[config.mk]
export PLATFORM = sky130hd
export DESIGN_NAME = tmds_channel_decoder
export DESIGN_NICKNAME = d
export VERILOG_FILES = /design/src/rtl/tmds_pkg.sv /design/src/rtl/tmds_word_aligner.sv /design/src/rtl/tmds_channel_decoder.sv
export SDC_FILE = /design/constraint.sdc
export NUM_CORES = 1
export LEC_CHECK = 0
export ABC_AREA = 1
export BUFFER_PORTS_ARGS = -buffer_cell sky130_fd_sc_hd__buf_2
export CORE_MARGIN = 2
export CORE_UTILIZATION = 30
export DETAILED_ROUTE_END_ITERATION = 6
export HOLD_SLACK_MARGIN = 0.02
export PLACE_DENSITY = 0.47
export SLEW_MARGIN = 20
export SYNTH_ARGS = -nofsm -noshare
export SYNTH_HDL_FRONTEND = slang
export SYNTH_SLANG_ARGS = --single-unit
export TNS_END_PERCENT = 1
[constraint.sdc]
create_clock -name clk_pixel -period 8.1 [get_ports clk_pixel]
set_input_delay 0.81 -clock clk_pixel [delete_from_list [all_inputs] [get_ports clk_pixel]]
set_output_delay 0.81 -clock clk_pixel [all_outputs]
set_load 0.01 [all_outputs]
[src/rtl/tmds_pkg.sv]
// Shared TMDS receive definitions: control tokens, aligner FSM states and
// the 10b->8b data / token-to-symbol decode helpers.
package tmds_pkg;

  localparam logic [9:0] TokCtrl00 = 10'b1101010100;
  localparam logic [9:0] TokCtrl01 = 10'b0010101011;
  localparam logic [9:0] TokCtrl10 = 10'b0101010100;
  localparam logic [9:0] TokCtrl11 = 10'b1010101011;

  typedef enum logic [1:0] {
    StSearch = 2'd0,
    StSlip   = 2'd1,
    StLocked = 2'd2
  } state_e;

  function automatic logic is_token(input logic [9:0] w);
    return (w == TokCtrl00) || (w == TokCtrl01) || (w == TokCtrl10) || (w == TokCtrl11);
  endfunction

  function automatic logic [1:0] token_symbol(input logic [9:0] w);
    logic [1:0] s;
    s = 2'b00;
    case (w)
      TokCtrl01: s = 2'b01;
      TokCtrl10: s = 2'b10;
      TokCtrl11: s = 2'b11;
      default:   s = 2'b00;
    endcase
    return s;
  endfunction

  // bit9 undoes the DC-balance inversion, bit8 selects XOR vs XNOR chaining
  function automatic logic [7:0] tmds_decode(input logic [9:0] w);
    logic [7:0] d;
    logic [7:0] q;
    d    = w[9] ? ~w[7:0] : w[7:0];
    q[0] = d[0];
    for (int i = 1; i < 8; i++) begin
      q[i] = w[8] ? (d[i] ^ d[i-1]) : ~(d[i] ^ d[i-1]);
    end
    return q;
  endfunction

endpackage

[src/rtl/tmds_word_aligner.sv]
// Two-word history of the deserializer output and the bit-slip window select.
module tmds_word_aligner (
  input  logic       clk_pixel,
  input  logic       reset,
  input  logic [9:0] raw_word,
  input  logic [3:0] slip,
  output logic [9:0] aligned
);

  logic [9:0]  w1_q;
  logic [9:0]  w0_q;
  logic [19:0] shifted;

  always_ff @(posedge clk_pixel) begin
    if (reset) begin
      w1_q <= '0;
      w0_q <= '0;
    end else begin
      w1_q <= raw_word;
      w0_q <= w1_q;
    end
  end

  // w0 holds the older bits, so the window walks forward in time as slip grows
  assign shifted = {w1_q, w0_q} >> slip;
  assign aligned = shifted[9:0];

endmodule

[src/rtl/tmds_channel_decoder.sv]
// One TMDS channel receiver: bit-slip word alignment on control-token runs plus
// 8b/10b decode. Define TMDS_DECODER_ERRCNT_EN to count short control runs in err_cnt.
module tmds_channel_decoder
  import tmds_pkg::*;
#(
  parameter int unsigned LOCK_RUN     = 8,
  parameter int unsigned SLIP_TIMEOUT = 2048,
  parameter int unsigned LOSS_TIMEOUT = 4096,
  parameter int unsigned SETTLE       = 2
) (
  input  logic        clk_pixel,
  input  logic        reset,
  input  logic [9:0]  raw_word,
  output logic [7:0]  data,
  output logic [1:0]  ctrl,
  output logic        de,
  output logic        locked,
  output logic [3:0]  slip,
  output logic [15:0] err_cnt
);

  localparam int unsigned RunW    = $clog2(LOCK_RUN + 1);
  localparam int unsigned ToW     = $clog2(SLIP_TIMEOUT + 1);
  localparam int unsigned LossW   = $clog2(LOSS_TIMEOUT + 1);
  localparam int unsigned SettleW = $clog2(SETTLE + 1);

  state_e              state_q;
  logic [RunW-1:0]     run_q;
  logic [ToW-1:0]      to_q;
  logic [LossW-1:0]    loss_q;
  logic [SettleW-1:0]  settle_q;
  logic [3:0]          slip_q;
  logic                locked_q;
  logic [7:0]          data_q;
  logic [1:0]          ctrl_q;
  logic                de_q;

  logic [9:0]          aligned;
  logic                is_tok;
  logic [1:0]          sym;
  logic [7:0]          dec;
  logic                run_hit;
  logic [RunW-1:0]     run_next;
  logic [3:0]          slip_inc;

  tmds_word_aligner u_aligner (
    .clk_pixel (clk_pixel),
    .reset     (reset),
    .raw_word  (raw_word),
    .slip      (slip_q),
    .aligned   (aligned)
  );

  always_comb begin
    is_tok   = is_token(aligned);
    sym      = token_symbol(aligned);
    dec      = tmds_decode(aligned);
    // Fires only on the token that brings the run up to LOCK_RUN, not while saturated
    run_hit  = is_tok && (run_q == RunW'(LOCK_RUN - 1));
    run_next = '0;
    if (is_tok) begin
      run_next = (run_q == RunW'(LOCK_RUN)) ? run_q : run_q + 1'b1;
    end
    slip_inc = (slip_q == 4'd9) ? 4'd0 : slip_q + 4'd1;
  end

  always_ff @(posedge clk_pixel) begin
    if (reset) begin
      state_q  <= StSearch;
      run_q    <= '0;
      to_q     <= '0;
      loss_q   <= '0;
      settle_q <= '0;
      slip_q   <= '0;
      locked_q <= 1'b0;
      data_q   <= '0;
      ctrl_q   <= '0;
      de_q     <= 1'b0;
    end else begin
      if (state_q == StLocked) begin
        if (is_tok) begin
          de_q   <= 1'b0;
          ctrl_q <= sym;
          data_q <= '0;
        end else begin
          de_q   <= 1'b1;
          data_q <= dec;
        end
      end else begin
        de_q   <= 1'b0;
        ctrl_q <= '0;
        data_q <= '0;
      end

      unique case (state_q)
        StSearch: begin
          run_q <= run_next;
          if (run_hit) begin
            state_q  <= StLocked;
            locked_q <= 1'b1;
            loss_q   <= '0;
            to_q     <= '0;
          end else if (to_q == ToW'(SLIP_TIMEOUT - 1)) begin
            state_q  <= StSlip;
            slip_q   <= slip_inc;
            to_q     <= '0;
            settle_q <= '0;
          end else begin
            to_q <= to_q + 1'b1;
          end
        end
        StSlip: begin
          // Window contents are stale for a couple of cycles after a slip change
          run_q <= '0;
          to_q  <= '0;
          if (settle_q == SettleW'(SETTLE - 1)) begin
            state_q  <= StSearch;
            settle_q <= '0;
          end else begin
            settle_q <= settle_q + 1'b1;
          end
        end
        StLocked: begin
          run_q <= run_next;
          if (run_hit) begin
            loss_q <= '0;
          end else if (loss_q == LossW'(LOSS_TIMEOUT - 1)) begin
            state_q  <= StSlip;
            locked_q <= 1'b0;
            slip_q   <= slip_inc;
            loss_q   <= '0;
            settle_q <= '0;
          end else begin
            loss_q <= loss_q + 1'b1;
          end
        end
        default: state_q <= StSearch;
      endcase
    end
  end

`ifdef TMDS_DECODER_ERRCNT_EN
  logic [15:0] err_q;

  always_ff @(posedge clk_pixel) begin
    if (reset) begin
      err_q <= '0;
    end else if ((state_q == StLocked) && !is_tok && (run_q != '0) &&
                 (run_q < RunW'(LOCK_RUN)) && (err_q != 16'hFFFF)) begin
      err_q <= err_q + 16'd1;
    end
  end

  assign err_cnt = err_q;
`else
  assign err_cnt = '0;
`endif

  assign data   = data_q;
  assign ctrl   = ctrl_q;
  assign de     = de_q;
  assign locked = locked_q;
  assign slip   = slip_q;

endmodule

==> results.py <==
metrics = {
    "cts": {
        "cts_tree": "built",
        "cts_setup_buffers": 0,
        "cts-resized-gates": 0,
        "cts.clk_slew.worst_paths_ns": 0.05,
        "ctsHoldBuffers": 0,
        "cts_max_path_buffers": 2,
        "htreeDepth": 3,
        "clkLatencyLatePin_ns": 0.34,
        "cts-root-buf": "clkbuf_16",
        "clock_sinks": 69,
        "cts_buffers": 9,
    },
    "global_route": {
        "antenna_found_initial": 0,
        "first_global_vias": 3630,
        "grt_pass1_wl_um": 16400,
        "track_usage_pct": 14.0,
        "grt_max_degree": 49,
        "grt-ovfl-total": 0,
    },
    "power_and_ir_drop": {
        "p_switching_uw": 174,
        "p_per_area_nw_per_um2": 168,
        "switching_share_pct": 22.7,
        "intPower_uw": 594,
        "p_leak_nw": 1.98,
        "p_comb_share_pct": 5.4,
        "vdd_ir_drop_max_mv": 0.0782,
        "p_clk_share_pct": 49.1,
        "pwr-share-seq_pct": 45.5,
    },
    "place": {
        "gp_congestion": 0.849,
        "io_buffers": 27,
        "placed_area_um2": 4290,
        "dp_hpwl_um": 6910,
        "placed_cells": 784,
    },
    "synth": {
        "ys_warn_count": 0,
        "synth_cell_types": 44,
        "synth_edf_count": 0,
        "avgSynthCellArea_um2": 6.82,
        "ys_seq_elements": 69,
        "ys_seq_area_share_pct": 33.6,
        "ys.flop_type": "dfxtp_1",
        "synthesis.area_um2": 4110,
        "async_flop_share_pct": 0,
        "synthesis.instances": 602,
    },
    "floorplanning": {
        "start_util_pct": 30.9,
        "core_um2": 13300,
        "ioPinCount": 44,
        "die_area_um2": 14600,
        "die_x_um": 121,
        "rows": 42,
        "die_h_um": 121,
    },
    "setup_path": {
        "ff2ff_setup_slack_ns": 4.42,
        "critPathLaunchType": "flop",
        "arrival_ns": 3.95,
        "cp_max_fo": 30,
        "critical_path_required_ns": 8.36,
        "setup.worst_path.class": "flop to flop",
        "cp-end-kind": "flop",
    },
    "cells_and_area": {
        "final_common_cell": "nand2_1",
        "instances_no_fill": 799,
        "final_area_um2": 4570,
        "drive_gt1_share_pct": 11.2,
        "fill_cells": 1454,
        "area_growth_pct": 11.2,
        "finalNetCount": 643,
        "n_antenna_cell": 0,
        "final_cell_mix": "nand2_1 (131), inv_1 (78), dfxtp_1 (69)",
    },
    "detailed_routing": {
        "num_vias": 3664,
        "first_pass_iters": 5,
        "wl_um": 9300,
        "wire_per_inst_um": 11.6,
        "viasPerCell": 4.59,
        "detail_route.drc_violations": 0,
        "drt_iter0_drc": 260,
        "postRouteAntennaNets": 0,
    },
    "timing": {
        "fin_crit_ns": 3.68,
        "fin_setup_tns_ns": 0,
        "hold_viol": 0,
        "slew_headroom_pct": 38.6,
        "timing.final.crit_share_pct": 45.5,
        "max_clock_freq_ghz": 0.272,
        "slew_violations": 0,
        "setup_viol": 0,
        "rsz0062_at_grt": "no",
        "skew_ns": 0.00903,
        "tightest_slew_ns": 0.921,
    },
    "hold_path": {
        "hp-class": "flop to flop",
    },
    "outcome": {
        "status": "completed",
    },
    "job": {
        "maxCapViolations": 0,
    },
}
## metal layers
metal  GRT usage (%)  vias up  part of all wire [%]
met5               0        -                     0
li1                -     1933                     -
met2            22.1       58                    46
met4            6.61        0                   2.9
met1            17.4     1654                    47
met3            4.04       19                   3.6
## logic make-up (layout without fill, tap and decap cells)
family | count (synthesis) | in the layout | share of synthesized area (%)
compound gates | 89 | 89 | 11.8
xor+xnor | 15 | 15 | 3.20
fa+ha+maj | 12 | 12 | 3.66
buf+inv | 117 | 123 | 13.0
flops | 69 | 69 | 33.6
mux | 2 | 2 | 0.487
other cells | 1 | 16 | 0.0913
simple gates | 297 | 297 | 34.1
## worst max-delay path, cell delays in order, from the launching register on
cell,delay (ns)
dfxtp_1,0.89
inv_1,0.43
nand2_1,0.13
o21ai_1,0.10
o21ai_0,0.26
o21ai_1,0.12
nand2_1,0.07
a21boi_1,0.21
inv_1,0.10
ha_1,0.19
nand4_1,0.08
inv_1,0.07
nand3_4,0.11
nand2_4,0.09
nand2_4,0.18
nand2_1,0.12
a21oi_2,0.27
a21boi_1,0.19
## sequential cells by signal (all words and copies together) (netlist names)
signal	flops
locked	1
ctrl	2
u_aligner.w0_q	10
data	8
to_q	12
loss_q	13
de	1
slip	4
settle_q	2
u_aligner.w1_q	10
state_q	2
run_q	4
## per-stage QoR
| step | setup slack (ns) | hold WS (ns) | total power, mW | utilization [%] |
|---|---|---|---|---|
| final | 4.42 | 0.438 | 0.768 | 34.4 |
| after global routing | 3.91 | 0.489 | 0.806 | 34.4 |
| after CTS | 4.42 | 0.448 | 0.783 | 34.4 |
| after detailed placement | 4.42 | 0.438 | 0.398 | 32.3 |
| after global placement | 4.55 | 0.433 | 0.398 | 32.3 |
| after floorplan | 5.47 | 0.413 | 0.392 | - |
## path summary, 6_finish.rpt
path	startpoint	endpoint	depth (start not counted)
max	slip[0]	loss_q[5]	17
min	u_aligner.w1_q[1]	u_aligner.w0_q[1]	2
max reg2reg	slip[0]	loss_q[5]	17
min reg2reg	u_aligner.w1_q[1]	u_aligner.w0_q[1]	2
## synth_stat cells, types with 2 or more instances
| library cell | count | area (µm²) |
|---|---|---|
| buf_2 | 8 | 40.0 |
| or2_1 | 4 | 25.0 |
| nor4_1 | 3 | 18.8 |
| or2_2 | 8 | 50.1 |
| nand3b_1 | 4 | 30.0 |
| o21ai_1 | 7 | 35.0 |
| inv_2 | 3 | 11.3 |
| buf_4 | 16 | 120 |
| nor2_1 | 62 | 233 |
| nor2_2 | 2 | 12.5 |
| buf_1 | 3 | 11.3 |
| dfxtp_1 | 69 | 1380 |
| nand2_4 | 5 | 56.3 |
| o22ai_1 | 5 | 31.3 |
| nand3_4 | 3 | 52.6 |
| a31oi_1 | 3 | 18.8 |
| nand3_1 | 48 | 240 |
| xor2_1 | 13 | 114 |
| ha_1 | 12 | 150 |
| nand2_1 | 131 | 492 |
| a21oi_2 | 2 | 17.5 |
| and3_1 | 3 | 18.8 |
| clkbuf_1 | 6 | 22.5 |
| a21boi_1 | 2 | 15.0 |
| inv_1 | 78 | 293 |
| a21oi_1 | 37 | 185 |
| mux2i_1 | 2 | 20.0 |
| o21ai_0 | 27 | 135 |
| o2111ai_1 | 2 | 17.5 |
| nor3_1 | 5 | 25.0 |
| xnor2_1 | 2 | 17.5 |
| buf_6 | 2 | 22.5 |
| nand4_1 | 14 | 87.6 |
## layout make-up
cell class	count	area, µm²	share of cell area [%]
flip-flops and latches	69	1380	30.2
clock inverters	5	52.6	1.15
multi-input cells	431	2250	49.2
clock buffers	10	229	5.01
inverters	81	304	6.65
well taps	176	220	4.82
repair buffers	27	135	2.96
## power groups by stage
stage	Sequential [mW]	Clock (mW)	Combinational (mW)
after CTS	0.349	0.391	0.0421
after detailed placement	0.357	0	0.0417
final	0.349	0.378	0.0415
after global placement	0.357	0	0.0416
after floorplan	0.355	0	0.0371
after global routing	0.350	0.407	0.0487
Power figures use the tool's default switching activity.
